`src/rtl/quant_mcu_scheduler.sv`:
```
// MCU-order issue of DCT blocks into the quantizer, credit gated, with tag return tracking.
// Optional QSCHED_PERF_EN adds issue/stall performance counters.
module quant_mcu_scheduler #(
  parameter int MODE_420  = 1,
  parameter int CREDITS   = 4,
  parameter int TAG_DEPTH = 8
) (
  input  logic       clk,
  input  logic       rst,
  input  logic       y_valid,
  output logic       y_ready,
  input  logic       cb_valid,
  output logic       cb_ready,
  input  logic       cr_valid,
  output logic       cr_ready,
  output logic       q_enable,
  output logic [1:0] q_sel,
  input  logic       q_out_enable,
  output logic       out_valid,
  output logic [1:0] out_comp,
  output logic [1:0] out_blk,
  output logic       out_mcu_last,
  input  logic       credit_ret,
  output logic       mcu_done,
  output logic       tag_err
`ifdef QSCHED_PERF_EN
  ,
  output logic [31:0] perf_blocks,
  output logic [31:0] perf_credit_stall,
  output logic [31:0] perf_src_stall
`endif
);

  localparam int AW = $clog2(TAG_DEPTH);
  localparam int CW = $clog2(CREDITS + 1);
  localparam logic [AW:0] FULL_CNT = TAG_DEPTH[AW:0];
  localparam logic [CW-1:0] CRED_MAX = CREDITS[CW-1:0];
  localparam logic [1:0] Y_LAST = (MODE_420 != 0) ? 2'd3 : 2'd0;

  typedef enum logic [1:0] {
    S_Y,
    S_CB,
    S_CR
  } state_t;

  state_t        state;
  logic [1:0]    y_idx;
  logic [CW-1:0] credits;
  logic [4:0]    tag_mem [TAG_DEPTH];
  logic [AW-1:0] wr_ptr;
  logic [AW-1:0] rd_ptr;
  logic [AW:0]   count;

  logic       src_valid;
  logic       has_credit;
  logic       fifo_full;
  logic       fifo_empty;
  logic       issue;
  logic       pop;
  logic [1:0] comp;
  logic [1:0] blk;
  logic       last;
  logic [4:0] head;

  always_comb begin
    comp      = 2'd0;
    blk       = 2'd0;
    last      = 1'b0;
    src_valid = 1'b0;
    unique case (1'b1)
      state == S_Y: begin
        src_valid = y_valid;
        blk       = y_idx;
      end
      state == S_CB: begin
        comp      = 2'd1;
        src_valid = cb_valid;
      end
      default: begin
        comp      = 2'd2;
        src_valid = cr_valid;
        last      = 1'b1;
      end
    endcase
  end

  assign has_credit = credits != '0;
  assign fifo_full  = count == FULL_CNT;
  assign fifo_empty = count == '0;
  // Reset forces every grant low even though the state already points at S_Y.
  assign issue = !rst && src_valid && has_credit && !fifo_full;
  assign pop   = q_out_enable && !fifo_empty;
  assign head  = tag_mem[rd_ptr];

  assign y_ready  = issue && (state == S_Y);
  assign cb_ready = issue && (state == S_CB);
  assign cr_ready = issue && (state == S_CR);
  assign q_enable = issue;
  assign q_sel    = issue ? comp : 2'd0;
  assign mcu_done = issue && last;

  assign out_valid    = pop;
  assign out_comp     = pop ? head[4:3] : 2'd0;
  assign out_blk      = pop ? head[2:1] : 2'd0;
  assign out_mcu_last = pop && head[0];

  always_ff @(posedge clk or posedge rst) begin
    if (rst) begin
      state <= S_Y;
      y_idx <= 2'd0;
    end else if (issue) begin
      unique case (1'b1)
        state == S_Y: begin
          if (y_idx == Y_LAST) begin
            state <= S_CB;
            y_idx <= 2'd0;
          end else begin
            y_idx <= y_idx + 2'd1;
          end
        end
        state == S_CB: state <= S_CR;
        default:       state <= S_Y;
      endcase
    end
  end

  always_ff @(posedge clk or posedge rst) begin
    if (rst) begin
      credits <= CRED_MAX;
    end else if (issue && !credit_ret) begin
      credits <= credits - 1'b1;
    end else if (!issue && credit_ret && credits != CRED_MAX) begin
      credits <= credits + 1'b1;
    end
  end

  always_ff @(posedge clk) begin
    if (issue) begin
      tag_mem[wr_ptr] <= {comp, blk, last};
    end
  end

  always_ff @(posedge clk or posedge rst) begin
    if (rst) begin
      wr_ptr  <= '0;
      rd_ptr  <= '0;
      count   <= '0;
      tag_err <= 1'b0;
    end else begin
      if (issue) wr_ptr <= wr_ptr + 1'b1;
      if (pop) rd_ptr <= rd_ptr + 1'b1;
      if (issue && !pop) begin
        count <= count + 1'b1;
      end else if (!issue && pop) begin
        count <= count - 1'b1;
      end
      if (q_out_enable && fifo_empty) tag_err <= 1'b1;
    end
  end

`ifdef QSCHED_PERF_EN
  always_ff @(posedge clk or posedge rst) begin
    if (rst) begin
      perf_blocks       <= '0;
      perf_credit_stall <= '0;
      perf_src_stall    <= '0;
    end else begin
      if (issue) perf_blocks <= perf_blocks + 32'd1;
      if (src_valid && !has_credit) begin
        perf_credit_stall <= perf_credit_stall + 32'd1;
      end
      if (has_credit && !src_valid) begin
        perf_src_stall <= perf_src_stall + 32'd1;
      end
    end
  end
`endif

endmodule

```
`config.mk`:
```
export PLATFORM = sky130hd
export DESIGN_NAME = quant_mcu_scheduler
export DESIGN_NICKNAME = d
export VERILOG_FILES = /design/src/rtl/quant_mcu_scheduler.sv
export SDC_FILE = /design/constraint.sdc
export NUM_CORES = 1
export LEC_CHECK = 0
export ABC_CLOCK_PERIOD_IN_PS = 3450
export BUFFER_PORTS_ARGS = -buffer_cell sky130_fd_sc_hd__buf_2
export CAP_MARGIN = 10
export CORE_ASPECT_RATIO = 0.8
export CORE_UTILIZATION = 45
export DETAILED_ROUTE_END_ITERATION = 6
export PLACE_DENSITY = 0.68
export RECOVER_POWER = 50
export SLEW_MARGIN = 10
export SYNTH_ARGS = -nofsm -noshare
export SYNTH_HDL_FRONTEND = slang
export SYNTH_SLANG_ARGS = --single-unit
```
`constraint.sdc`:
```
create_clock -name clk -period 3.45 [get_ports clk]
set_clock_uncertainty 0.15 [all_clocks]
set_input_delay 0.5175 -clock clk [delete_from_list [all_inputs] [get_ports clk]]
set_output_delay 0.5175 -clock clk [all_outputs]
set_load 0.02 [all_outputs]
```
; Word-level counts from Yosys, hierarchy flattened
; Memories as Yosys holds them, arrays and structs flattened.
; Cells that the tools add are included.
[totals]
regBits = 18
ram_bits = 40
input_bits = 7
output_inout_bits = 14
wordCells = 66
n_memories = 1
[mem_list]
columns = memory, words, width, read_ports, rd_ports_with_merged_regs, wr, line
row1 = tag_mem, 8, 5, 1, 0, 1, 49  ; logic [4:0] tag_mem [TAG_DEPTH];
[classes]
n_addsub = 7
eq_ne = 6
mux = 16
n_reduce_logical = 29
[op_table]
columns = cell, n
row1 = $logic_and 1x1->1, 15
row2 = $mux 2, 6
row3 = $add 3x1->3 const B, 3
row4 = $mux 4, 2
row5 = $pmux 2 s2, 2
row6 = $logic_not 1->1, 6
row7 = $mux 3, 2
row8 = $add 4x1->4 const B, 1
row9 = $eq 2x2->1 const B, 2
row10 = $eq 4x4->1 const B, 1
row11 = $logic_not 4->1, 1
row12 = $reduce_and 2->1, 2
row13 = $reduce_bool 2->1, 2
row14 = $sub 4x1->4 const B, 1
row15 = $mux 1, 3
row16 = $ne 3x3->1 const B, 1
row17 = $reduce_bool 3->1, 1
row18 = $sub 3x1->3 const B, 1
row19 = $add 2x1->2 const B, 1
row20 = $eq 2x1->1 const B, 1
row21 = $logic_not 2->1, 1
row22 = $ne 2x1->1 const B, 1
row23 = $pmux 1 s2, 1
row24 = $reduce_or 2->1, 1

; Longest topological paths before layout
; Gate-level depths: netlist (run 1).
[depth]
ltp_word = 10
mapped_depth = 11
ltp_nobuf = 11

; Least setup slack after synthesis (run 1)
; OpenSTA, ideal clock, no wires.
[synth_path]
path_type = input port to flip-flop
from = in q_out_enable
to = reg count[3]
setup_ps = 80
t_arrival_ps = 2514
required_ps = 3220
slack_ps = 706
path_stages = 9
path_buffers = 0
path_cell_list = nor2b_1 > clkinv_1 > ha_1 > inv_1 > ha_1 > a21o_1 > a21oi_1 > mux2i_1 > xnor2_1
[synth_between]
elab_chain_len = 4
word_cells_on_any_way = 6
cone_classes = 1 x mux / 5 x reduce/logical
[synth_rtl]
columns = element, line
row1 = "start, declared", 18  ; input logic q_out_enable,
row2 = $logic_and 1x1->1 (*), 92  ; assign pop = q_out_enable && !fifo_empty;
row3 = $logic_not 1->1, 152  ; if (issue && !pop) begin
row4 = $logic_and 1x1->1, 152
row5 = $mux 4 / $reduce_bool 2->1 (equally long branches), -
row6 = "end signal, assigned", 153  ; count <= count + 1'b1;
row7 = "end signal, assigned", 155  ; count <= count - 1'b1;
row8 = "end, declared", 52  ; logic [AW:0] count;
; Mark *: on every way between the ends. The rest lies on a longest branch, timed or not.
; A chain may end at the register's enable or synchronous reset.

; Worst setup path in the final report (run 1)
[layout_path]
from = reg state[1]
to = mem tag_mem[3][2], enable pin
[layout_between]
elab_chain_len = 7
word_cells_on_any_way = 8
cone_classes = 1 x eq/ne / 3 x mux / 4 x reduce/logical
[layout_rtl]
columns = element, line
row1 = "start, declared", 46  ; state_t state;
row2 = "start signal, assigned", 109  ; state <= S_Y;
row3 = "start signal, assigned", 115  ; state <= S_CB;
row4 = "start signal, assigned", 121  ; state == S_CB: state <= S_CR;
row5 = $eq 2x1->1 / $logic_not 2->1 (equally long branches), "75, 71"
row6 = $pmux 1 s2 (*), 70  ; unique case (1'b1)
row7 = $logic_and 1x1->1 (*) (3 in series), 91  ; assign issue = !rst && src_valid && has_credit && !fifo_full;
row8 = $mux 1 (*), 138  ; if (issue) begin
row9 = $mux 1 (not written as such) (*), 139  ; tag_mem[wr_ptr] <= {comp, blk, last};
row10 = "end, declared", 49
; Marked as above.

==> results of run 1 <==
-- cells in the final DEF (no fill, tap or decap), types with 2 or more instances in the layout --
cell and instances:
sky130_fd_sc_hd__inv_1 11, sky130_fd_sc_hd__mux2_4 3, sky130_fd_sc_hd__xnor2_1 7, sky130_fd_sc_hd__and2_0 2, sky130_fd_sc_hd__nor2_1 11, sky130_fd_sc_hd__a21o_1 4
sky130_fd_sc_hd__buf_2 18, sky130_fd_sc_hd__nand2_1 11, sky130_fd_sc_hd__o21ai_0 2, sky130_fd_sc_hd__nand4_1 2, sky130_fd_sc_hd__mux2_2 2, sky130_fd_sc_hd__nor3_1 6
sky130_fd_sc_hd__clkbuf_1 3, sky130_fd_sc_hd__dfrtp_1 17, sky130_fd_sc_hd__nor2b_1 3, sky130_fd_sc_hd__buf_4 2, sky130_fd_sc_hd__clkbuf_8 6, sky130_fd_sc_hd__ha_1 6
sky130_fd_sc_hd__nand3_1 3, sky130_fd_sc_hd__and3_1 3, sky130_fd_sc_hd__fa_1 2, sky130_fd_sc_hd__nor4_1 3, sky130_fd_sc_hd__mux4_2 8, sky130_fd_sc_hd__a21oi_1 4
sky130_fd_sc_hd__edfxtp_1 32, sky130_fd_sc_hd__mux2i_1 6
-- final timing paths --
path                                  to         start  cells after the start
hold reg to reg                  tag_err       tag_err                      1
min in group clk                 tag_err  q_out_enable                      2
hold / removal                credits[1]           rst                      2
setup reg to reg           tag_mem[3][2]      state[1]                      5
max in group asynchronous      rd_ptr[2]           rst                      2
setup / recovery           tag_mem[3][2]      state[1]                      5
-- power breakdown --
group,switching (uW),total (uW),internal [uW]
clock network,189,351,161
registers,217,1080,863
logic,487,938,452
-- through the flow --
step	hold WS (ps)	instance area (sq um)	std cells
CTS	223.9	2620	254
floorplan	305.3	2381	172
global placement	283.1	2525	246
global route	236.4	2614	254
detailed placement	308.7	2525	246
finish	192.6	2614	254
-- sequential cells by signal (all words and copies together), names as in the netlist --
register	count
count	4
tag_err	1
wr_ptr	3
state	2
credits	3
rd_ptr	3
y_idx	2
tag_mem	32
-- routing by layer --
| metal | track usage [%] | vias up | part of all wire, % |
|---|---|---|---|
| li1 | - | 663 | - |
| met1 | 22.27 | 675 | 47 |
| met2 | 30.12 | 33 | 48 |
| met3 | 4.337 | 4 | 4.3 |
| met4 | 7.112 | 0 | 1.1 |
| met5 | 0 | - | 0 |
-- worst max-delay path: cells and delay by family, from the launching register on --
kind / cells / cell delay [ps]
AND/OR/NAND/NOR: 2 / 900
flip-flops: 1 / 570
buffers and inverters: 2 / 580
AO/OA/AOI/OAI: 1 / 370
-- cells by family after synthesis --
group | after synthesis
XOR/XNOR | 7
buffers and inverters | 23
flip-flops | 50
AND/OR/NAND/NOR | 48
multiplexers | 19
adder cells (fa/ha/maj) | 8
AO/OA/AOI/OAI | 17
-- cell type report --
type	instances	area (sq um)
clock inverters	2	12.51
fillers	415	2422
flip-flops and latches	50	1413
multi-input cells	99	867.1
well taps	62	77.57
clock buffers	6	82.58
repair buffers	23	116.4
inverters	12	45.04
==> impl_metrics.sql, run 1 <==
INSERT INTO impl_metrics (metric_group, metric, value, unit) VALUES
('cts', 'tritoncts.num_buffers', '5', ''),
('logic_synthesis', 'synthTopCellsByCount', '32 x sky130_fd_sc_hd__edfxtp_1, 17 x sky130_fd_sc_hd__dfrtp_1, 11 x sky130_fd_sc_hd__inv_1, 11 x sky130_fd_sc_hd__nand2_1, 11 x sky130_fd_sc_hd__nor2_1', ''),
('cells_and_area', 'area_growth', '9.774', '%'),
('worst_setup_path', 'crit_path_cell_trace', 'inv_1, a2111oi_2, clkbuf_1, nand3_1, nor3b_1', ''),
('logic_synthesis', 'netlist.area_leader.share', '40.36', '%'),
('cells_and_area', 'share_of_cells_above_drive_strength_1', '23.44', '%'),
('global_routing', 'grt_start_max_net_pins', '19', ''),
('cts', 'clock_pin_slew_of_the_registers_on_the_worst_case_setup_and_hold_paths', '100', 'ps'),
('cts', 'clockBufferDepth', '2', ''),
('worst_setup_path', 'crit_path_end_kind', 'flop', ''),
('routing', 'via_density_per_instance', '5.413', ''),
('placement', 'dp_hpwl', '3.110', 'mm'),
('cts', 'cts_num_sinks', '50', ''),
('sta', 'setup_violations', '0', ''),
('logic_synthesis', 'netlist_area', '2381', 'sq um'),
('sta', 'finalSetupTns', '0', 'ps'),
('run', 'cap_violations', '0', ''),
('power_and_ir_drop', 'power.leakage', '0.001058', 'uW'),
('logic_synthesis', 'yosys_register_bits', '50', ''),
('logic_synthesis', 'yosys.area_share.adder', '4.834', '%'),
('worst_hold_path', 'min_path_type', 'in2async', ''),
('logic_synthesis', 'post_synth_mux_area_share', '12.93', '%'),
('worst_setup_path', 'worstSetupPathType', 'reg2reg', ''),
('logic_synthesis', 'synth.largest_area_cell', 'sky130_fd_sc_hd__edfxtp_1', ''),
('floorplanning', 'number_of_i_o_pins', '21', ''),
('routing', 'vias', '1375', ''),
('worst_setup_path', 'slowest_delay', '660', 'ps'),
('logic_synthesis', 'synth.yosys.warnings', '0', ''),
('global_routing', 'wire_length_of_the_first_global_routing_pass', '7.217', 'mm'),
('logic_synthesis', 'synth_simple_gate_area_share', '10.72', '%'),
('placement', 'globalplace.congestion', '0.7051', ''),
('logic_synthesis', 'synth-compound-area-share', '5.360', '%'),
('cells_and_area', 'n_antenna_cell', '0', ''),
('worst_setup_path', 'timing.critical_path.from_type', 'flop', ''),
('cts', 'cts_tree', 'built', ''),
('routing', 'wl_cell', '16.58', 'um'),
('sta', 'max-slew-margin-rel', '47.45', '%'),
('sta', 'slew_viol_final', '0', ''),
('sta', 'setup_ws', '508.4', 'ps'),
('logic_synthesis', 'synth_top_family_by_area', 'multiplexers', ''),
('floorplanning', 'die_width', '83.33', 'um'),
('logic_synthesis', 'asyncSetResetFlopFracSynth', '36.00', '%'),
('cts', 'hold_buffers', '0', ''),
('cts', 'clk_latency', '300', 'ps'),
('run_status', 'outcome', 'finished clean', ''),
('cts', 'cts_root_buf', 'sky130_fd_sc_hd__clkbuf_8', ''),
('sta', 'timing.final.hold_violations', '0', ''),
('global_routing', 'antenna_found_initial', '0', ''),
('global_routing', 'combined_global_route_utilization_of_all_metal_layers', '17.78', '%'),
('logic_synthesis', 'syn-instance-count', '172', ''),
('floorplanning', 'initial_core_util', '47.28', '%'),
('logic_synthesis', 'synthDistinctLibCells', '39', ''),
('routing', 'drt.antenna.violating_nets', '0', ''),
('cells_and_area', 'design.final.nets', '206', ''),
('sta', 'period_needed', '2942', 'ps'),
('logic_synthesis', 'synth_most_common_cell', 'sky130_fd_sc_hd__edfxtp_1', ''),
('power_and_ir_drop', 'power.density', '906.5', 'nW/um^2'),
('placement', 'place.port_buffers', '20', ''),
('floorplanning', 'floorplan.die_area', '5588', 'sq um'),
('sta', 'max_freq', '339.9', 'MHz'),
('sta', 'grt_setup_unrepaired', 'false', ''),
('worst_setup_path', 'cpMaxStageDelayCell', 'sky130_fd_sc_hd__nor3b_1', ''),
('worst_setup_path', 'r2r_setup_slack', '510', 'ps'),
('logic_synthesis', 'yosys_most_used_dff', 'sky130_fd_sc_hd__edfxtp_1', ''),
('global_routing', 'vias_in_the_first_global_route', '1406', ''),
('cells_and_area', 'final_util', '51.90', '%'),
('floorplanning', 'placement_rows', '23', ''),
('routing', 'initialDrtViolationCount', '74', ''),
('logic_synthesis', 'post_synthesis_area_per_instance', '13.84', 'sq um'),
('power_and_ir_drop', 'vdd_drop_max', '0.4420', 'mV'),
('routing', 'drt_wl_total', '4.211', 'mm');
No activity file was read; power rests on OpenSTA's default activity.
==> inputs of run 2 (changes only) <==
MAX_ROUTING_LAYER = met4   (was not set)
==> run 2 against run 1 <==
  * Fmax up 0.24%
  * Highest routed layer unchanged
  * Via count down 0.58%
  * Routed wire length about the same
  * Combinational power about the same
  * Cell area unchanged
  * Non-clock buffer count unchanged
  * Register-to-register slack about the same
  * Clock-buffer cell count unchanged
  * Utilization unchanged
==> impl_metrics.sql, run 2 (synthesis results as in run 1) <==
INSERT INTO impl_metrics (metric_group, metric, value, unit) VALUES
('cts', 'clk_latency', '310', 'ps'),
('cells_and_area', 'area_growth', '9.774', '%'),
('cells_and_area', 'layout.cells.most_common', 'sky130_fd_sc_hd__edfxtp_1', ''),
('cells_and_area', 'max_flop_register', 'tag_mem', ''),
('worst_setup_path', 'data_arrival_time_of_the_critical_path', '2720', 'ps'),
('power_and_ir_drop', 'power.leakage', '0.001058', 'uW'),
('worst_setup_path', 'worstSetupPathType', 'reg2reg', ''),
('floorplanning', 'core_area', '5036', 'sq um'),
('cts', 'postCtsResizedCells', '0', ''),
('placement', 'place.port_buffers', '20', ''),
('cells_and_area', 'n_antenna_cell', '0', ''),
('global_routing', 'antenna_found_initial', '0', ''),
('routing', 'via_density_per_instance', '5.382', ''),
('worst_setup_path', 'crit_path_end_kind', 'flop', ''),
('placement', 'globalplace.congestion', '0.7130', ''),
('worst_setup_path', 'worst_setup_path_startpoint', 'state[1]', ''),
('sta', 'slew_viol_final', '0', ''),
('cells_and_area', 'n_fill_cell', '415', ''),
('global_routing', 'gr_overflow_total', '0', ''),
('placement', 'placed_cells_incl_taps', '246', ''),
('worst_setup_path', 'slowest_delay', '660', 'ps'),
('worst_setup_path', 'worstPathBufferInverterCount', '2', ''),
('cells_and_area', 'design.final.nets', '206', ''),
('global_routing', 'grt_start_max_net_pins', '19', ''),
('cells_and_area', 'final-instance-count-excl-fill', '254', ''),
('cts', 'clock_pin_slew_of_the_registers_on_the_worst_case_setup_and_hold_paths', '100', 'ps'),
('worst_hold_path', 'min_path_type', 'in2async', ''),
('cts', 'tritoncts.num_buffers', '5', ''),
('run', 'cap_violations', '0', ''),
('sta', 'setup_violations', '0', ''),
('floorplanning', 'die-height', '67.06', 'um'),
('cells_and_area', 'layout.cells.most_common_list', '32 x sky130_fd_sc_hd__edfxtp_1, 18 x sky130_fd_sc_hd__buf_2, 17 x sky130_fd_sc_hd__dfrtp_1', ''),
('sta', 'grt_setup_unrepaired', 'false', ''),
('worst_setup_path', 'timing.critical_path.from_type', 'flop', ''),
('cts', 'cts_tree', 'built', ''),
('worst_setup_path', 'cpLargestDelayFamily', 'simple AND/OR/NAND/NOR gates', ''),
('routing', 'wl_cell', '16.58', 'um'),
('global_routing', 'combined_global_route_utilization_of_all_metal_layers', '18.23', '%'),
('global_routing', 'gr-usage-met1', '22.59', '%'),
('floorplanning', 'number_of_i_o_pins', '21', ''),
('routing', 'drt.antenna.violating_nets', '0', ''),
('cells_and_area', 'biggestRegsByFlops', 'tag_mem x32, count x4', ''),
('floorplanning', 'placement_rows', '23', ''),
('sta', 'timing.final.crit_share', '85.06', '%'),
('routing', 'drt_wl_total', '4.212', 'mm'),
('worst_setup_path', 'crit_path_max_fanout', '13', ''),
('worst_setup_path', 'cpMaxStageDelayCell', 'sky130_fd_sc_hd__nor3b_1', ''),
('sta', 'measured_slew_at_the_worst_slew_check_pin', '769.2', 'ps'),
('routing', 'vias', '1367', ''),
('routing', 'detailedRoute.firstPassIterationCount', '4', ''),
('power_and_ir_drop', 'vdd_drop_max', '0.4426', 'mV'),
('cells_and_area', 'share_of_cells_above_drive_strength_1', '23.44', '%'),
('cts', 'cts_root_buf', 'sky130_fd_sc_hd__clkbuf_8', ''),
('power_and_ir_drop', 'power.density', '907.4', 'nW/um^2'),
('sta', 'timing.final.hold_violations', '0', ''),
('sta', 'period_needed', '2935', 'ps'),
('global_routing', 'wire_length_of_the_first_global_routing_pass', '7.203', 'mm'),
('floorplanning', 'initial_core_util', '47.28', '%'),
('cts', 'hold_buffers', '0', ''),
('routing', 'initialDrtViolationCount', '73', ''),
('routing', 'detail_route.drc_violations', '0', ''),
('cts', 'clockBufferDepth', '2', ''),
('cells_and_area', 'largest_register_ffs', '32', ''),
('placement', 'dp_hpwl', '3.110', 'mm'),
('worst_setup_path', 'worstPathRequired', '3240', 'ps'),
('global_routing', 'vias_in_the_first_global_route', '1406', ''),
('sta', 'max-slew-margin-rel', '48.25', '%'),
('global_routing', 'grt_use_met3', '3.841', '%'),
('global_routing', 'top_usage_layer', 'met2', ''),
('sta', 'finalSetupTns', '0', 'ps'),
('worst_setup_path', 'critical_path.reg2reg.startpoint', 'state[1]', ''),
('floorplanning', 'die_width', '83.33', 'um'),
('floorplanning', 'floorplan.die_area', '5588', 'sq um'),
('cells_and_area', 'final_util', '51.90', '%'),
('cts', 'h-tree-depth', '2', ''),
('worst_setup_path', 'crit_path_cell_trace', 'inv_1, a2111oi_2, clkbuf_1, nand3_1, nor3b_1', ''),
('cts', 'cts_num_sinks', '50', ''),
('global_routing', 'global_route.usage.met2', '29.92', '%'),
('cts', 'cts.repair_timing.setup_buffer_count', '0', ''),
('sta', 'max_freq', '340.8', 'MHz'),
('run_status', 'outcome', 'finished clean', '');
[run 2: path summary, 6_finish.rpt]
path                                 endpoint  slack [ps]  depth (start not counted)
max in group asynchronous           rd_ptr[2]        2480                          2
worst max register to register  tag_mem[3][2]         520                          5
worst max-delay path            tag_mem[3][2]         520                          5
worst min-delay path               credits[1]         190                          2
min in group clk                      tag_err         280                          2
worst min register to register        tag_err         330                          1
[run 2: worst register-to-register path, stage by stage (launching register included)]
cell and delay (ps):
sky130_fd_sc_hd__dfrtp_1 570, sky130_fd_sc_hd__inv_1 140, sky130_fd_sc_hd__a2111oi_2 370, sky130_fd_sc_hd__clkbuf_1 440, sky130_fd_sc_hd__nand3_1 240, sky130_fd_sc_hd__nor3b_1 660
[run 2: layout make-up]
| cell class | count | area (sq um) | share of cell area [%] |
|---|---|---|---|
| multi-input combinational | 99 | 867.1 | 33.17 |
| clock buffer | 6 | 82.58 | 3.159 |
| inverter | 12 | 45.04 | 1.723 |
| timing repair buffer | 23 | 116.4 | 4.452 |
| sequential | 50 | 1413 | 54.04 |
| tap | 62 | 77.57 | 2.968 |
| clock inverter | 2 | 12.51 | 0.4787 |
[run 2: where the power goes]
group          internal, uW  leakage, uW  switching, uW  total, uW
Clock                   161    0.0000472            192        354
Sequential              863     0.000507            217       1080
Combinational           452     0.000504            486        938
Total                  1480      0.00106            896       2370
[run 2: layer usage]
metal | routed length (um) | up-vias
li1 | - | 663
met1 | 1981 | 669
met2 | 1999 | 28
met3 | 162 | 7
met4 | 68 | 0
met5 | 0 | -
[run 2: metrics by stage]
stage               hold slack (ps)  setup WS [ps]  total power [uW]  instance area, sq um
floorplan                     305.3          706.1              1809                  2381
global placement              283.1          682.4              1971                  2525
detailed placement            308.7          580.7              2053                  2525
CTS                           223.9          610.9              2403                  2620
global route                  239.1          209.5              2551                  2614
finish                        187.4          515.5              2372                  2614
==> inputs of run 3 (changes only) <==
ABC_CLOCK_PERIOD_IN_PS = 2400   (was 3450)
PLACE_DENSITY = 0.7   (was 0.68)
clock period = 2.4 ns   (was 3.45 ns; I/O delays follow)
==> run 3 against run 2 <==
  * The flow now finishes with violations (negative setup slack)
  * Cell count grew 7.9%
  * Flip-flop and latch count is the same
  * Worst setup slack lost 590 ps
  * Global-route usage is essentially flat
  * Register-to-register slack lost 590 ps
  * Fmax grew 18%
  * Routed wire length grew 9.6%
  * Non-clock buffer count grew 20
  * Sequential share of layout area shrank 5.1 points
  * Largest cell class unchanged
  * Highest routed layer unchanged
==> impl_metrics.sql, run 3 (synthesis results as in run 1) <==
INSERT INTO impl_metrics (metric_group, metric, value, unit) VALUES
('power_and_ir_drop', 'power_switching_share', '36.97', '%'),
('global_routing', 'combined_global_route_utilization_of_all_metal_layers', '18.22', '%'),
('cells_and_area', 'layout.cells.most_common_list', '32 x sky130_fd_sc_hd__edfxtp_1, 24 x sky130_fd_sc_hd__buf_4, 17 x sky130_fd_sc_hd__dfrtp_1', ''),
('worst_setup_path', 'cpMaxStageDelayCell', 'sky130_fd_sc_hd__fa_1', ''),
('worst_setup_path', 'timing.critical_path.from_type', 'flop', ''),
('global_routing', 'wire_length_of_the_first_global_routing_pass', '7.341', 'mm'),
('floorplanning', 'die-height', '67.06', 'um'),
('cts', 'cts_root_buf', 'sky130_fd_sc_hd__clkbuf_8', ''),
('power_and_ir_drop', 'p_int', '2388', 'uW'),
('sta', 'timing.final.crit_share', '103.2', '%'),
('sta', 'grt_setup_unrepaired', 'true', ''),
('cells_and_area', 'biggestRegsByFlops', 'tag_mem x32, count x4', ''),
('global_routing', 'antenna_found_initial', '0', ''),
('worst_setup_path', 'worstPathRequired', '2450', 'ps'),
('worst_setup_path', 'crit_path_max_fanout', '3', ''),
('cts', 'cts_tree', 'built', ''),
('sta', 'timing.final.hold_violations', '0', ''),
('cts', 'h-tree-depth', '2', ''),
('global_routing', 'vias_in_the_first_global_route', '1493', ''),
('cts', 'clockBufferDepth', '2', ''),
('placement', 'dp_hpwl', '3.397', 'mm'),
('worst_setup_path', 'worstPathBufferInverterCount', '3', ''),
('power_and_ir_drop', 'power.leakage', '0.001179', 'uW'),
('power_and_ir_drop', 'power.density', '1312', 'nW/um^2'),
('sta', 'finalSetupTns', '-200.9', 'ps'),
('sta', 'max-slew-margin-rel', '53.40', '%'),
('cells_and_area', 'largest_register_ffs', '32', ''),
('cells_and_area', 'design.final.nets', '226', ''),
('floorplanning', 'initial_core_util', '47.28', '%'),
('routing', 'detailedRoute.firstPassIterationCount', '5', ''),
('sta', 'setup_ws', '-77.78', 'ps'),
('routing', 'initialDrtViolationCount', '61', ''),
('sta', 'period_needed', '2478', 'ps'),
('power_and_ir_drop', 'clock_power_share', '14.4', '%'),
('floorplanning', 'floorplan.die_area', '5588', 'sq um'),
('cells_and_area', 'area_growth', '21.28', '%'),
('routing', 'vias', '1485', ''),
('floorplanning', 'core_area', '5036', 'sq um'),
('run', 'cap_violations', '0', ''),
('placement', 'placed_cells_incl_taps', '261', ''),
('floorplanning', 'die_width', '83.33', 'um'),
('floorplanning', 'number_of_i_o_pins', '21', ''),
('routing', 'drt_wl_total', '4.616', 'mm'),
('cells_and_area', 'n_antenna_cell', '0', ''),
('placement', 'place.port_buffers', '20', ''),
('floorplanning', 'placement_rows', '23', ''),
('sta', 'worst_hold_slack', '43.23', 'ps'),
('cts', 'clk_latency', '310', 'ps'),
('power_and_ir_drop', 'power.net_switching', '1401', 'uW'),
('placement', 'globalplace.congestion', '0.9144', ''),
('cells_and_area', 'share_of_cells_above_drive_strength_1', '37.74', '%'),
('global_routing', 'gr_overflow_total', '0', ''),
('cells_and_area', 'max_flop_register', 'tag_mem', ''),
('sta', 'measured_slew_at_the_worst_slew_check_pin', '698.3', 'ps'),
('worst_setup_path', 'critical_path.most_common_cell', 'sky130_fd_sc_hd__inv_4', ''),
('worst_setup_path', 'cpLargestDelayFamily', 'adder cells', ''),
('routing', 'wl_cell', '16.85', 'um'),
('power_and_ir_drop', 'power.combinational.fraction', '46.5', '%'),
('worst_setup_path', 'worstSetupPathType', 'reg2reg', ''),
('worst_setup_path', 'crit_path_end_kind', 'flop', ''),
('run_status', 'outcome', 'finished with violations', ''),
('routing', 'via_density_per_instance', '5.420', ''),
('power_and_ir_drop', 'vdd_drop_max', '0.8173', 'mV'),
('sta', 'setup_violations', '5', ''),
('cts', 'clock_pin_slew_of_the_registers_on_the_worst_case_setup_and_hold_paths', '90', 'ps'),
('routing', 'drt.antenna.violating_nets', '0', ''),
('sta', 'max_freq', '403.6', 'MHz'),
('global_routing', 'grt_start_max_net_pins', '19', ''),
('cts', 'cts_num_sinks', '50', ''),
('cells_and_area', 'final_util', '57.34', '%'),
('cells_and_area', 'final-instance-count-excl-fill', '274', ''),
('power_and_ir_drop', 'p_total', '3789', 'uW'),
('power_and_ir_drop', 'power.sequential.fraction', '39.1', '%'),
('worst_setup_path', 'data_arrival_time_of_the_critical_path', '2520', 'ps'),
('cells_and_area', 'layout.cells.most_common', 'sky130_fd_sc_hd__edfxtp_1', ''),
('sta', 'slew_viol_final', '0', ''),
('cells_and_area', 'n_fill_cell', '371', ''),
('run_status', 'failed_checks', 'negative setup slack', ''),
('worst_hold_path', 'min_path_type', 'in2async', ''),
('worst_setup_path', 'slowest_delay', '470', 'ps'),
('routing', 'detail_route.drc_violations', '0', ''),
('cts', 'tritoncts.num_buffers', '5', ''),
('worst_setup_path', 'crit_path_cell_trace', 'mux2i_2, a2111oi_4, nand2_2, inv_4, ha_4, inv_4, buf_4, fa_1, mux2_4', '');
-- run 3: layout make-up --
type / count / area (sq um) / area share [%]
Sequential cell: 50 / 1413 / 48.92
Multi-Input combinational cell: 99 / 944.7 / 32.71
Timing Repair Buffer: 43 / 294.0 / 10.18
Clock buffer: 6 / 93.84 / 3.250
Tap cell: 62 / 77.57 / 2.686
Inverter: 12 / 51.30 / 1.776
Clock inverter: 2 / 13.76 / 0.4766
-- run 3: per-stage QoR --
stage                     setup slack, ps  cell area, sq um
final                              -77.78              2888
after global routing               -157.0              2888
after CTS                          -55.43              2838
after detailed placement           -138.9              2675
after global placement             -2.692              2675
after floorplan                    -45.34              2419
-- run 3: power by group through the flow --
stage	Clock (uW)	Sequential, uW	Combinational, uW
finish	547	1480	1760
global route	591	1520	1920
CTS	563	1480	1710
detailed placement	0	1490	1640
global placement	0	1470	1540
floorplan	0	1410	1240
-- run 3: final timing paths --
| check | startpoint | endpoint | slack, ps | cells after the start |
|---|---|---|---|---|
| setup / recovery | state[0] | count[1] | -80 | 9 |
| hold / removal | rst | state[0] | 40 | 2 |
| setup reg to reg | state[0] | count[1] | -80 | 9 |
| hold reg to reg | tag_err | tag_err | 310 | 1 |
| max in group asynchronous | rst | wr_ptr[2] | 1610 | 2 |
| min in group clk | q_out_enable | tag_err | 120 | 2 |
-- run 3: timing repair --
item,in CTS,in global routing
hold buffers,0,0
setup endpoints to repair,6,22
gates resized for setup,8,12
pin swaps,6,2
gates cloned,0,0
buffers inserted,4,2
-- run 3: worst register-to-register path, cell delays in order, from the launching register on --
cell and delay [ps]:
sky130_fd_sc_hd__dfrtp_1 410, sky130_fd_sc_hd__mux2i_2 170, sky130_fd_sc_hd__a2111oi_4 350, sky130_fd_sc_hd__nand2_2 130
sky130_fd_sc_hd__inv_4 90, sky130_fd_sc_hd__ha_4 140, sky130_fd_sc_hd__inv_4 40, sky130_fd_sc_hd__buf_4 130
sky130_fd_sc_hd__fa_1 470, sky130_fd_sc_hd__mux2_4 280
-- run 3: metal layers --
layer | vias up | track usage (%) | share of wire [%]
li1 | 703 | - | -
met1 | 742 | 22.71 | 44
met2 | 33 | 29.61 | 50
met3 | 7 | 3.717 | 3.9
met4 | 0 | 7.543 | 1.4
met5 | - | - | 0
